**config.mk**
```make
export PLATFORM = sky130hd
export DESIGN_NAME = avl_mem_arbiter_2to1
export DESIGN_NICKNAME = d
export VERILOG_FILES = /design/src/rtl/avl_mem_arbiter_2to1.sv
export SDC_FILE = /design/constraint.sdc
export NUM_CORES = 1
export LEC_CHECK = 0
export CORE_AREA = 2 2 124 126
export CTS_CLUSTER_DIAMETER = 60
export DETAILED_ROUTE_END_ITERATION = 8
export DIE_AREA = 0 0 126 128
export GPL_TIMING_DRIVEN = 0
export PLACE_DENSITY = 0.59
export SETUP_SLACK_MARGIN = 0.3
export SLEW_MARGIN = 10
export SYNTH_ARGS = -nofsm -noshare
export SYNTH_HDL_FRONTEND = slang
export SYNTH_SLANG_ARGS = --single-unit
```
**constraint.sdc**
```tcl
create_clock -name clk -period 2.75 [get_ports clk]
set_input_delay 0.55 -clock clk [delete_from_list [all_inputs] [get_ports clk]]
set_output_delay 0.55 -clock clk [all_outputs]
set_load 0.005 [all_outputs]
```
**src/rtl/avl_mem_arbiter_2to1.sv**
```systemverilog
// Two-master to one-slave Avalon-MM arbiter. Round-robin grant, held while the owner
// keeps requesting (bounded by MAX_HOLD) and until its pipelined reads have returned.
module avl_mem_arbiter_2to1 #(
    parameter int ADDR_W          = 32,
    parameter int DATA_W          = 32,
    parameter int MAX_OUTSTANDING = 4,
    parameter int MAX_HOLD        = 16
) (
    input  logic                              clk,
    input  logic                              rest,
    input  logic [ADDR_W-1:0]                 s0_address,
    input  logic [DATA_W/8-1:0]               s0_byteenable,
    input  logic                              s0_read,
    input  logic                              s0_write,
    input  logic [DATA_W-1:0]                 s0_writedata,
    output logic [DATA_W-1:0]                 s0_readdata,
    output logic                              s0_readdatavalid,
    output logic                              s0_waitrequest,
    input  logic [ADDR_W-1:0]                 s1_address,
    input  logic [DATA_W/8-1:0]               s1_byteenable,
    input  logic                              s1_read,
    input  logic                              s1_write,
    input  logic [DATA_W-1:0]                 s1_writedata,
    output logic [DATA_W-1:0]                 s1_readdata,
    output logic                              s1_readdatavalid,
    output logic                              s1_waitrequest,
    output logic [ADDR_W-1:0]                 m_address,
    output logic [DATA_W/8-1:0]               m_byteenable,
    output logic                              m_read,
    output logic                              m_write,
    output logic [DATA_W-1:0]                 m_writedata,
    input  logic [DATA_W-1:0]                 m_readdata,
    input  logic                              m_readdatavalid,
    input  logic                              m_waitrequest,
    output logic [1:0]                        dbg_state,
    output logic                              dbg_owner,
    output logic [$clog2(MAX_OUTSTANDING):0]  dbg_outstanding
);

    localparam int CNT_W  = $clog2(MAX_OUTSTANDING) + 1;
    localparam int HOLD_W = $clog2(MAX_HOLD + 1);

    localparam logic [1:0] IDLE  = 2'd0;
    localparam logic [1:0] BUSY  = 2'd1;
    localparam logic [1:0] DRAIN = 2'd2;

    localparam logic [CNT_W-1:0]  OUT_FULL = CNT_W'(MAX_OUTSTANDING);
    localparam logic [HOLD_W-1:0] HOLD_MAX = HOLD_W'(MAX_HOLD);

    // Handshake: a transfer is accepted on a rising edge where m_read or m_write is high and
    // m_waitrequest is low; the owner sees exactly that as its own read/write with waitrequest low.

    logic [1:0]        state;
    logic              owner;
    logic              last_grant;
    logic [CNT_W-1:0]  outstanding;
    logic [CNT_W-1:0]  outstanding_nxt;
    logic [HOLD_W-1:0] hold_cnt;

    logic s0_req, s1_req;
    logic own_read, own_write, own_req, other_req;
    logic busy, stall, force_rel, own_wait;
    logic acc, acc_read, rdv_ok, release_own, winner;

    assign s0_req = s0_read | s0_write;
    assign s1_req = s1_read | s1_write;

    // Read+write together is treated as a read.
    assign own_read  = owner ? s1_read : s0_read;
    assign own_write = owner ? (s1_write & ~s1_read) : (s0_write & ~s0_read);
    assign own_req   = own_read | own_write;
    assign other_req = owner ? s0_req : s1_req;

    assign busy   = (state == BUSY);
    assign rdv_ok = m_readdatavalid & (outstanding != '0);

    // A slot freed by a return this cycle can be reused by a read in the same cycle.
    assign stall     = (outstanding == OUT_FULL) & ~rdv_ok;
    assign force_rel = other_req & (hold_cnt == HOLD_MAX);

    assign m_address    = owner ? s1_address    : s0_address;
    assign m_byteenable = owner ? s1_byteenable : s0_byteenable;
    assign m_writedata  = owner ? s1_writedata  : s0_writedata;
    assign m_read       = busy & own_read & ~stall & ~force_rel;
    assign m_write      = busy & own_write & ~force_rel;

    // Writes are posted and never wait on read slots.
    assign own_wait       = m_waitrequest | (own_read & stall) | force_rel;
    assign s0_waitrequest = ~(busy & ~owner) | own_wait;
    assign s1_waitrequest = ~(busy & owner) | own_wait;

    assign s0_readdata      = m_readdata;
    assign s1_readdata      = m_readdata;
    assign s0_readdatavalid = rdv_ok & (state != IDLE) & ~owner;
    assign s1_readdatavalid = rdv_ok & (state != IDLE) & owner;

    assign acc         = (m_read | m_write) & ~m_waitrequest;
    assign acc_read    = m_read & ~m_waitrequest;
    assign release_own = ~own_req | force_rel;
    assign winner      = (s0_req & s1_req) ? ~last_grant : s1_req;

    always_comb begin
        outstanding_nxt = outstanding;
        if (acc_read && !rdv_ok) begin
            outstanding_nxt = outstanding + CNT_W'(1);
        end else if (!acc_read && rdv_ok) begin
            outstanding_nxt = outstanding - CNT_W'(1);
        end
    end

    always_ff @(posedge clk) begin
        if (rest) begin
            state       <= IDLE;
            owner       <= 1'b0;
            last_grant  <= 1'b1;
            outstanding <= '0;
            hold_cnt    <= '0;
        end else begin
            outstanding <= outstanding_nxt;
            case (state)
                IDLE: begin
                    if (s0_req || s1_req) begin
                        owner      <= winner;
                        last_grant <= winner;
                        hold_cnt   <= '0;
                        state      <= BUSY;
                    end
                end
                BUSY: begin
                    if (acc && (hold_cnt != HOLD_MAX)) begin
                        hold_cnt <= hold_cnt + HOLD_W'(1);
                    end
                    if (release_own) begin
                        state <= (outstanding_nxt == '0) ? IDLE : DRAIN;
                    end
                end
                DRAIN: begin
                    if (outstanding_nxt == '0) begin
                        state <= IDLE;
                    end
                end
                default: state <= IDLE;
            endcase
        end
    end

    assign dbg_state       = state;
    assign dbg_owner       = owner;
    assign dbg_outstanding = outstanding;

endmodule

```
* Word level (Yosys, flattened, before mapping)
Cells that the tools add are included.
** Word-level totals
- Word-level logic and storage cells :: 87
- Flip-flop bits (word level) :: 12
** Operators by class
- Mux-type cells :: 17
- Equal/unequal tests :: 9
- $add $sub $neg :: 3
- Bitwise logic cells :: 39
- Reduce and logical (&&, ||, !) cells :: 14
** Operator list (count)
- $mux W32 :: 2
- $and A1 B1 Y1 :: 19
- $not A1 Y1 :: 11
- $mux W5 :: 2
- $pmux W5 S2 :: 1
- $or A1 B1 Y1 :: 9
- $mux W2 :: 4
- $mux W3 :: 2
- $pmux W2 S3 :: 1
- $reduce_and A3 Y1 :: 2
- $add A5 B1 Y5 const B :: 1
- $eq A5 B5 Y1 const B :: 1
- $ne A5 B5 Y1 const B :: 1
- $mux W1 :: 4
- $mux W4 :: 1
- $ne A2 B1 Y1 const B :: 2
- $ne A2 B2 Y1 const B :: 2
- $reduce_bool A2 Y1 :: 2
- $add A3 B1 Y3 const B :: 1
- $eq A3 B3 Y1 const B :: 1
- $logic_and A1 B1 Y1 :: 3
- $logic_not A3 Y1 :: 1
- $reduce_bool A3 Y1 :: 1
- $sub A3 B1 Y3 const B :: 1
- other kinds (6) :: 7

* Depth between registers and ports, before layout
- Depth in word-level cells :: 16
- Gate-level depth with buffers :: 9
- Gate-level depth less buffers :: 8

* Least setup slack after synthesis
Ideal clock, no wire load.
- Path type :: reg-to-reg
- Start point :: register hold_cnt[0]
- End point :: register state[1], in the netlist dbg_state[1]
- Setup slack :: 0.707 ns
- Stages on the path, launching flop included :: 10
- Setup time :: 0.128 ns
- Data arrival time :: 1.915 ns
- Path buffers :: 1
- Clock period less this slack :: 2.043 ns
- Cell sequence :: dfxtp_1 > inv_1 > ha_1 > nand4bb_1 > o31ai_2 > or3_1 > buf_2 > or4_1 > o211ai_1 > a31oi_1
** On the way
- Cells in the longest elaborated chain, start to end :: 13
- Elaborated cells between the ends (all ways) :: 18
- Classes of those cells :: eq/ne (3); mux (5); bitwise (5); reduce/logical (5)
** RTL lines
- start, declared :: line 58 : logic [HOLD_W-1:0] hold_cnt;
- start signal, assigned :: line 131 : hold_cnt <= hold_cnt + HOLD_W'(1);
- $eq A5 B5 Y1 (*) :: line 79 : assign force_rel = other_req & (hold_cnt == HOLD_MAX);
- $and A1 B1 Y1 (*) :: line 79
- $not A1 Y1 :: line 84 : assign m_read = busy & own_read & ~stall & ~force_rel;
- $and A1 B1 Y1 :: line 84
- $and A1 B1 Y1 :: line 98 : assign acc_read = m_read & ~m_waitrequest;
- $logic_not A1 Y1 :: line 106 : end else if (!acc_read && rdv_ok) begin
- $logic_and A1 B1 Y1 :: line 106
- $mux W3 :: line 106
- $mux W3 :: line 104 : if (acc_read && !rdv_ok) begin
- $logic_not A3 Y1 :: line 134, 138
- $mux W2 :: line 134 : state <= (outstanding_nxt == '0) ? IDLE : DRAIN;
- $mux W2 :: line 133 : if (release_own) begin
- $pmux W2 S3 :: line 120 : case (state)
- end signal, assigned :: line 134
- end, declared :: line 53 : logic [1:0] state;
Mark *: on every way between the ends. The rest lies on a longest branch, timed or not. The select of a mux whose other input is x is not followed.
A chain may end at the register's enable or synchronous reset.

* Worst setup path in the final report
- Start point :: register owner, in the netlist dbg_owner
- End point :: output m_address[23]
** On the way
- Cells in the longest elaborated chain, start to end :: 1
** RTL lines
- start, declared :: line 54 : logic owner;
- start signal, assigned :: line 123 : owner <= winner;
- $mux W32 :: line 81 : assign m_address = owner ? s1_address : s0_address;
- end, declared :: line 27 : output logic [ADDR_W-1:0] m_address,
No other way between the ends.

==> load_flow_metrics.sql <==
INSERT INTO impl_metrics (metric_group, metric, value, unit) VALUES
('placed_design', 'buffer_ports.inserted', '286', ''),
('yosys', 'most_used_dff_post_synth', 'sky130_fd_sc_hd__dfxtp_1', ''),
('yosys', 'synth.cell_area', '0.00218', 'mm²'),
('sta', 'timing.final.hold_violations', '0', ''),
('detailed_routing', 'vias_per_cell', '3.92', ''),
('worst_setup_path', 'worst-endpoint-required', '2200', 'ps'),
('worst_setup_path', 'r2r_end', 'dbg_state[1]', ''),
('global_route', 'sum_of_overflow_across_all_layers_after_global_routing', '0', ''),
('finish', 'flow.area_growth_from_synthesis', '152', '%'),
('worst_setup_path', 'reg2reg_slack', '580', 'ps'),
('floorplanning', 'num_rows', '45', ''),
('power', 'power_density', '408', 'mW/mm²'),
('power', 'leak', '2.16', 'nW'),
('yosys', 'postSynthRegisterBits', '12', ''),
('finish', 'final_design_area_no_fill', '0.00548', 'mm²'),
('yosys', 'cell_type_contributing_the_most_total_cell_area_after_synthesis', 'sky130_fd_sc_hd__mux2_2', ''),
('finish', 'utilization_of_the_core_after_routing', '36.9', '%'),
('finish', 'num_antenna_cells', '0', ''),
('yosys', 'synthArstFlopShare', '0', '%'),
('yosys', 'synth_area_leaders', 'sky130_fd_sc_hd__mux2_2 (35%), sky130_fd_sc_hd__buf_4 (22%), sky130_fd_sc_hd__dfxtp_1 (11%), sky130_fd_sc_hd__ha_1 (2.9%), sky130_fd_sc_hd__nor2_1 (2.8%)', ''),
('clock_tree', 'clk_path_buf_depth', '2', ''),
('detailed_routing', 'vias', '2874', ''),
('sta', 'clock.fmax', '421', 'MHz'),
('global_route', 'first_global_vias', '2969', ''),
('yosys', 'synth.yosys.warnings', '0', ''),
('detailed_routing', 'drt-wirelength-per-cell', '15.7', 'µm'),
('placed_design', 'pre_cts_ws', '-272', 'ps'),
('clock_tree', 'worst_skew_pair.late_latency', '250', 'ps'),
('run_status', 'status', 'finished, final reports clean', ''),
('worst_setup_path', 'arrival_time_at_the_worst_endpoint', '1830', 'ps'),
('power', 'power.ir.vdd_worst', '0.198', 'mV'),
('yosys', 'synthDistinctLibCells', '46', ''),
('worst_setup_path', 'worstPathMaxFanout', '10', ''),
('clock_tree', 'htree_levels', '1', ''),
('worst_setup_path', 'cp-start-kind', 'flop', ''),
('sta', 'tns', '0', 'ps'),
('power', 'report.power.total', '2.24', 'mW'),
('yosys', 'post_synth_inst_count', '253', ''),
('worst_hold_path', 'min_to', 'last_grant', ''),
('worst_setup_path', 'r2r.worst_path.cells', '9', ''),
('sta', 'fin_ws', '373', 'ps'),
('worst_hold_path', 'hold_path.startpoint', 'last_grant', ''),
('placed_design', 'globalplace.congestion', '0.803', ''),
('clock_tree', 'cts.root.buffer_cell', 'sky130_fd_sc_hd__clkbuf_16', ''),
('worst_hold_path', 'worst_hold_path.num_cells', '1', ''),
('worst_setup_path', 'crit_path_end_kind', 'primary output', ''),
('clock_tree', 'cts.sink_count', '12', ''),
('clock_tree', 'tritoncts', 'built', ''),
('yosys', 'synth-seq-area-share', '11.0', '%'),
('floorplanning', 'dieArea', '0.0161', 'mm²'),
('detailed_routing', 'drcViolationCount', '0', ''),
('sta', 'timing_max_transition_violations_final', '0', ''),
('sta', 'worstMarginPinSlew', '741', 'ps'),
('sta', 'rsz0062_at_grt', 'no', ''),
('sta', 'tightest_slew_margin_relative_to_the_limit', '50.2', '%'),
('global_route', 'maximum_number_of_pins_on_one_net_before_global_route_repair', '11', ''),
('detailed_routing', 'detail-route-antenna-nets', '0', ''),
('floorplanning', 'core_region_area', '0.0149', 'mm²'),
('detailed_routing', 'detailedRoute.firstIterationViolations', '44', ''),
('worst_hold_path', 'min_path_type', 'flop to flop', ''),
('global_route', 'global_route_wire_length_before_repair', '16300', 'µm'),
('floorplanning', 'die_height', '128', 'µm'),
('detailed_routing', 'route.final.wire_length', '11500', 'µm'),
('yosys', 'synth_top_area_share', '35.2', '%'),
('clock_tree', 'cts_inserted_buffers', '3', ''),
('sta', 'period_minus_slack', '2380', 'ps'),
('placed_design', 'place_hpwl', '10200', 'µm'),
('yosys', 'postSynthNetCount', '434', ''),
('global_route', 'antenna_found_initial', '0', ''),
('floorplanning', 'ios', '320', ''),
('finish', 'nNetsFinal', '727', '');
[timing repair]
item | in CTS | in global routing
buffers inserted | 1 | 1
pin swaps | 5 | 1
endpoints found under the hold margin | 0 | 0
setup endpoints to repair | 75 | 20
hold buffers | 0 | 0
gates cloned | 0 | 0
gates resized for setup | 55 | 5
[worst max-delay path, stage by stage (launching register included)]
cell and delay, ps:
sky130_fd_sc_hd__dfxtp_2 330, sky130_fd_sc_hd__buf_6 120, sky130_fd_sc_hd__clkbuf_16 160, sky130_fd_sc_hd__buf_6 150, sky130_fd_sc_hd__mux2_2 330, sky130_fd_sc_hd__clkdlybuf4s50_1 480
[cells by family (layout without fill, tap and decap cells)]
kind of cell    count (synthesis)  in the layout  share of synthesized area (%)
compound gates                 24             24                           7.35
xor+xnor                        7              7                           2.81
fa+ha+maj                       6              6                           3.39
buf+inv                        84            376                           26.1
flops                          12             12                           11.0
mux                            70             70                           36.1
simple gates                   50             50                           13.2
[cell usage in the layout (no fill, tap or decap), drive strengths merged, types with 6 or more instances in the layout]
cell / count
dfxtp: 12
inv: 7
buf: 76
o21ai: 9
clkbuf: 10
mux2: 69
clkdlybuf4s50: 273
nor2: 16
dlygate4sd2: 6
nand2: 8
[through the flow]
| stage | hold slack [ps] | cells |
|---|---|---|
| finish | 497 | 733 |
| global route | 521 | 733 |
| CTS | 502 | 732 |
| detailed placement | 492 | 727 |
| global placement | 477 | 727 |
| floorplan | 460 | 253 |
[worst max-delay path by stage]
stage / startpoint / to / slack, ps
finish: dbg_owner / m_address[23] / 370
detailed placement: s1_read / s1_waitrequest / -270
global placement: s1_read / s1_waitrequest / -230
global route: dbg_owner / m_byteenable[2] / 310
floorplan: hold_cnt[0] / dbg_state[1] / 710
CTS: hold_cnt[0] / m_write / 150
[cell usage after synthesis (all sizes together) (3+ instances only)]
master and instances:
buf 73, mux2 69, nor2 16, dfxtp 12, o21ai 9, nand2 8, inv 7, a21oi 5
ha 5, xnor2 5, clkbuf 4, nor3 4, and4b 3
[layer usage]
layer / vias to the layer above / wire (µm) / track usage (%)
met1: 1302 / 4090 / 13.9
met2: 156 / 6380 / 25.3
met3: 11 / 874 / 3.30
li1: 1405 / - / -
met5: - / 0 / 0
met4: 0 / 138 / 2.39
[registers in the layout, summed over array words and instances, names as in the netlist]
register	count
dbg_owner	1
dbg_state	2
hold_cnt	5
last_grant	1
dbg_outstanding	3
[power by group]
| part | switching [mW] | total (mW) | internal, mW |
|---|---|---|---|
| clock network | 0.0844 | 0.305 | 0.220 |
| logic | 0.595 | 1.68 | 1.08 |
| registers | 0.0392 | 0.256 | 0.217 |
[final cells by class]
class | instances | area [µm²]
sequential | 12 | 246
timing repair buffer | 288 | 2860
inverter | 7 | 26.3
buffer | 77 | 602
multi-input combinational | 157 | 1420
clock buffer | 4 | 88.8
tap | 188 | 235
fill | 1537 | 9380
(Power assumes the default switching activity.)
